[src/rtl/ray_pkg.sv]
// rtl/ray_pkg.sv - shared Q16.16 constants, state type and scaling helper for ray_dir_gen
package ray_pkg;

    localparam logic signed [31:0] Q16_ONE     = 32'sh0001_0000;
    localparam logic signed [31:0] Q16_NEG_ONE = -Q16_ONE;

    typedef enum logic [1:0] {
        RG_IDLE = 2'd0,
        RG_RUN  = 2'd1,
        RG_DONE = 2'd2
    } raygen_state_t;

    // Elaboration-time coordinate x step product, wrapping to 32 bits.
    function automatic logic signed [31:0] q16_scale(input int coord, input logic signed [31:0] step);
        return 32'(coord * step);
    endfunction

endpackage

[src/rtl/ray_pix_counter.sv]
// rtl/ray_pix_counter.sv - raster scan column/row counter with row-end and frame-last flags
module ray_pix_counter #(
    parameter int IMG_W = 64,
    parameter int IMG_H = 48,
    parameter int XW    = $clog2(IMG_W),
    parameter int YW    = $clog2(IMG_H)
) (
    input  logic          clk,
    input  logic          rst_n,
    input  logic          clear,
    input  logic          advance,
    output logic [XW-1:0] px,
    output logic [YW-1:0] py,
    output logic          row_end,
    output logic          last
);

    localparam logic [XW-1:0] X_MAX = XW'(IMG_W - 1);
    localparam logic [YW-1:0] Y_MAX = YW'(IMG_H - 1);

    assign row_end = (px == X_MAX);
    assign last    = row_end && (py == Y_MAX);

    always_ff @(posedge clk or negedge rst_n) begin
        if (!rst_n) begin
            px <= '0;
            py <= '0;
        end else if (clear) begin
            px <= '0;
            py <= '0;
        end else if (advance) begin
            if (row_end) begin
                px <= '0;
                py <= last ? '0 : py + YW'(1);
            end else begin
                px <= px + XW'(1);
            end
        end
    end

endmodule

[src/rtl/ray_dir_gen.sv]
// rtl/ray_dir_gen.sv - per-pixel unnormalized Q16.16 camera ray direction streamer
// Optional feature: RAY_DIR_GEN_FRAME_LOOP_EN restarts the scan at (0,0) after the last pixel.
module ray_dir_gen
    import ray_pkg::*;
#(
    parameter int                 IMG_W    = 64,
    parameter int                 IMG_H    = 48,
    parameter logic signed [31:0] PIX_STEP = 32'sh0000_0400
) (
    input  logic                     clk,
    input  logic                     rst_n,
    input  logic                     start,
    output logic                     out_valid,
    input  logic                     out_ready,
    output logic [31:0]              dir_x,
    output logic [31:0]              dir_y,
    output logic [31:0]              dir_z,
    output logic [$clog2(IMG_W)-1:0] px,
    output logic [$clog2(IMG_H)-1:0] py,
    output logic                     last,
    output logic                     busy
);

    localparam int XW = $clog2(IMG_W);
    localparam int YW = $clog2(IMG_H);

    // Direction at column 0 / row 0; later pixels are reached by adding or subtracting PIX_STEP.
    localparam logic signed [31:0] DIR_X0 = q16_scale(-(IMG_W / 2), PIX_STEP);
    localparam logic signed [31:0] DIR_Y0 = q16_scale(IMG_H / 2, PIX_STEP);

    raygen_state_t state_q, state_d;
    logic          cnt_clear;
    logic          xfer;
    logic          row_end;

    assign xfer = out_valid && out_ready;
    assign busy = (state_q == RG_RUN);

    ray_pix_counter #(
        .IMG_W (IMG_W),
        .IMG_H (IMG_H),
        .XW    (XW),
        .YW    (YW)
    ) u_pix_counter (
        .clk     (clk),
        .rst_n   (rst_n),
        .clear   (cnt_clear),
        .advance (xfer),
        .px      (px),
        .py      (py),
        .row_end (row_end),
        .last    (last)
    );

    always_ff @(posedge clk or negedge rst_n) begin
        if (!rst_n) begin
            state_q <= RG_IDLE;
        end else begin
            state_q <= state_d;
        end
    end

    always_comb begin
        state_d   = state_q;
        cnt_clear = 1'b0;
        case (state_q)
            RG_IDLE, RG_DONE: begin
                if (start) begin
                    state_d   = RG_RUN;
                    cnt_clear = 1'b1;
                end
            end
            RG_RUN: begin
`ifdef RAY_DIR_GEN_FRAME_LOOP_EN
                state_d = RG_RUN;
`else
                if (xfer && last) begin
                    state_d = RG_DONE;
                end
`endif
            end
            default: state_d = RG_IDLE;
        endcase
    end

    // First RUN cycle loads the (0,0) vector; each transfer loads the next pixel's vector.
    always_ff @(posedge clk or negedge rst_n) begin
        if (!rst_n) begin
            out_valid <= 1'b0;
            dir_x     <= '0;
            dir_y     <= '0;
            dir_z     <= '0;
        end else if (state_q == RG_RUN) begin
            if (!out_valid) begin
                out_valid <= 1'b1;
                dir_x     <= DIR_X0;
                dir_y     <= DIR_Y0;
                dir_z     <= Q16_NEG_ONE;
            end else if (xfer) begin
                if (row_end) begin
                    dir_x <= DIR_X0;
                    dir_y <= last ? DIR_Y0 : dir_y - PIX_STEP;
                end else begin
                    dir_x <= dir_x + PIX_STEP;
                end
`ifdef RAY_DIR_GEN_FRAME_LOOP_EN
                out_valid <= 1'b1;
`else
                if (last) begin
                    out_valid <= 1'b0;
                end
`endif
            end
        end
    end

endmodule

[config.mk]
export PLATFORM = sky130hd
export DESIGN_NAME = ray_dir_gen
export DESIGN_NICKNAME = d
export VERILOG_FILES = /design/src/rtl/ray_pkg.sv /design/src/rtl/ray_pix_counter.sv /design/src/rtl/ray_dir_gen.sv
export SDC_FILE = /design/constraint.sdc
export NUM_CORES = 1
export LEC_CHECK = 0
export ABC_AREA = 1
export BUFFER_PORTS_ARGS = -buffer_cell sky130_fd_sc_hd__buf_4
export CAP_MARGIN = 20
export CORE_MARGIN = 2
export CORE_UTILIZATION = 56
export DETAILED_ROUTE_END_ITERATION = 7
export MAX_ROUTING_LAYER = met4
export PLACE_DENSITY = 0.86
export SLEW_MARGIN = 20
export SYNTH_ARGS = -nofsm -noshare
export SYNTH_HDL_FRONTEND = slang
export SYNTH_SLANG_ARGS = --single-unit
[constraint.sdc]
create_clock -name clk -period 4 [get_ports clk]
set_input_delay 0.2 -clock clk [delete_from_list [all_inputs] [get_ports clk]]
set_output_delay 0.2 -clock clk [all_outputs]
set_load 0.01 [all_outputs]
==> results.json <==
{
  "path_max_fanout": 30,
  "nNetsFinal": 589,
  "synth_seq_area_share_pct": 39.7,
  "use_met2_pct": 40.5,
  "fp.dieW_um": 86.1,
  "core-area_sq_um": 6420,
  "clk_root_buffer_cell": "clkbuf_8",
  "synth-edff-count": 0,
  "ys_types": 35,
  "fin_crit_sh_pct": 62.6,
  "start_kind": "register",
  "clock_skew_ns": 0.00687,
  "worst_pin_slew_ns": 0.766,
  "holdWs_ns": 0.0331,
  "yosys_register_bits": 60,
  "areaGrowthSynthToFinish_pct": 14.5,
  "setup_ws_ns": 1.50,
  "finalCriticalPeriod_ns": 2.50,
  "timing.slew.headroom_pct": 48.9,
  "status": "complete, no violations",
  "endpoint_kind": "register",
  "grt_max_degree": 61,
  "gp_congestion": 0.886,
  "hp-class": "in2reg",
  "place_area_sq_um": 4150,
  "required_ns": 4.22,
  "htree_levels": 3,
  "cts_resized": 0,
  "post_cts_buffers": 0,
  "syn_inst": 515,
  "fin_util_pct": 67.4,
  "io_buffers": 78,
  "crit_type": "reg2reg",
  "setup_viol": 0,
  "grt_pass1_vias": 3251,
  "wl_per_cell_um": 13.2,
  "tns_ns": 0,
  "placed_cells": 646,
  "drc": 0,
  "rsz0062_at_grt": "false",
  "postCtsHoldBufs": 1,
  "p_leak_nw": 2.36,
  "vias": 3502,
  "use_met3_pct": 5.49,
  "viasPerCell": 5.28,
  "firstDrtPassIters": 5,
  "drtIter0Drc": 233,
  "grt_usage_pct": 25.3,
  "grt_pass1_wl_um": 14500,
  "syn_avg_cell_area_sq_um": 7.33,
  "grt_antenna_before_repair": 0,
  "ant_nets": 0,
  "grt_most_used_layer": "met2",
  "netlist_area_sq_um": 3780,
  "initial_core_util_pct": 58.8,
  "fmax_ghz": 0.400,
  "maxCapViolCount": 0,
  "dp_hpwl_um": 6350,
  "clock_sinks": 60,
  "drive_gt1_share_pct": 19.1,
  "num_rows": 29,
  "clock_latency_ns": 0.34,
  "power.density_nw_per_um2": 620,
  "tritoncts": "built",
  "synthFlopType": "dfrtp_1",
  "pre_cts_ws_ns": 1.54,
  "dieArea_sq_um": 7420,
  "drv_slew": 0,
  "instances_no_fill": 663,
  "grt.overflow.total": 0,
  "ys_warn_count": 0,
  "ir_drop_mv": 0.356,
  "critPathArrivalTime_ns": 2.73,
  "finalPower_mw": 2.68,
  "fin_area_sq_um": 4330,
  "use_met1_pct": 30.6,
  "antenna_cells": 0,
  "hold_viol_final": 0,
  "synth-async-reset-ratio_pct": 100,
  "clkSlewWorstSetupHoldPaths_ns": 0.07,
  "cts_buffer_depth": 2,
  "die_h_um": 86.1,
  "ioPinCount": 115,
  "wl_um": 8730,
  "cts_buffers": 9
}
-- critical path: stages, from the launching register on --
cell     delay, ns
dfrtp_1       0.42
ha_1          0.24
nand3_2       0.12
o21ai_2       0.22
nand2_2       0.41
inv_2         0.48
nand2_2       0.18
inv_2         0.22
nor2_1        0.09
-- synth_stat cells, types with 2 or more instances --
cell / number / area (sq um)
nand2_1: 107 / 402
nor2_1: 86 / 323
dfrtp_1: 60 / 1500
buf_4: 54 / 405
inv_1: 53 / 199
nand3_1: 42 / 210
o21ai_0: 20 / 100
nand4_1: 12 / 75.1
nor3_1: 11 / 55.1
xor2_1: 11 / 96.3
a21oi_1: 9 / 45.0
inv_2: 7 / 26.3
buf_2: 4 / 20.0
ha_1: 4 / 50.1
nand2_2: 4 / 25.0
o21bai_1: 4 / 30.0
nor2_2: 3 / 18.8
nor2_4: 3 / 33.8
o21ai_2: 3 / 26.3
o31ai_1: 2 / 15.0
or2_0: 2 / 12.5
-- state kept, by name, indices dropped and copies added (netlist names) --
name and count:
dir_x 22, state_q 2, dir_y 22, dir_z 1, u_pix_counter.py 6, u_pix_counter.px 6
out_valid 1
-- layout by cell type (no fill, tap or decap), types with 7 or more instances in the layout --
cell type / n
buf_4: 78
inv_1: 53
nor3_1: 11
conb_1: 36
a21oi_1: 9
nand3_1: 42
nor2_1: 86
clkbuf_8: 10
nand2_1: 107
xor2_1: 11
dfrtp_1: 60
nand4_1: 12
inv_2: 7
o21ai_0: 20
-- routing by layer --
metal | up-vias | wire [um] | part of all wire, %
met1 | 1646 | 3640 | 42
met2 | 155 | 4210 | 48
met3 | 23 | 683 | 7.8
met5 | - | 0 | 0
met4 | 0 | 193 | 2.2
li1 | 1678 | - | -
-- area by class of cell --
type	instances	area, sq um
inverter	60	225
sequential	60	1500
multi-input combinational	371	1750
fill	566	2100
clock buffer	14	153
timing repair buffer	79	596
tap	77	96.3
clock inverter	2	10.0
-- logic make-up (layout without fill, tap and decap cells) --
kind of cell	Yosys count	count (layout)	synth area share, %
XOR/XNOR	12	12	2.78
AND/OR/NAND/NOR	274	274	31.4
AO/OA/AOI/OAI	44	44	6.89
flip-flops	60	60	39.7
buffers and inverters	119	155	17.5
multiplexers	1	1	0.265
other	1	36	0.0993
adder cells (fa/ha/maj)	4	4	1.32
-- power by group --
part	leakage, nW	total, mW	switching (mW)	internal [mW]
Clock	0.0844	0.474	0.233	0.241
Sequential	0.681	1.05	0.250	0.798
Combinational	1.59	1.16	0.666	0.495
Total	2.36	2.68	1.15	1.53
-- worst paths after layout --
path / startpoint / end / slack [ns] / depth (start not counted)
worst max register to register: u_pix_counter.px[0]$_DFFE_PN0P_ / dir_y[28]$_DFFE_PN0P_ / 1.50 / 8
worst min-delay path: start / state_q[1]$_DFFE_PN0P_ / 0.03 / 2
max in group asynchronous: rst_n / dir_y[21]$_DFFE_PN0P_ / 3.01 / 2
worst min register to register: dir_x[31]$_DFFE_PN0P_ / dir_x[31]$_DFFE_PN0P_ / 0.50 / 2
worst max-delay path: u_pix_counter.px[0]$_DFFE_PN0P_ / dir_y[28]$_DFFE_PN0P_ / 1.50 / 8
min in group asynchronous: rst_n / dir_x[12]$_DFFE_PN0P_ / 0.48 / 2
No activity file was read; power rests on OpenSTA's default activity.
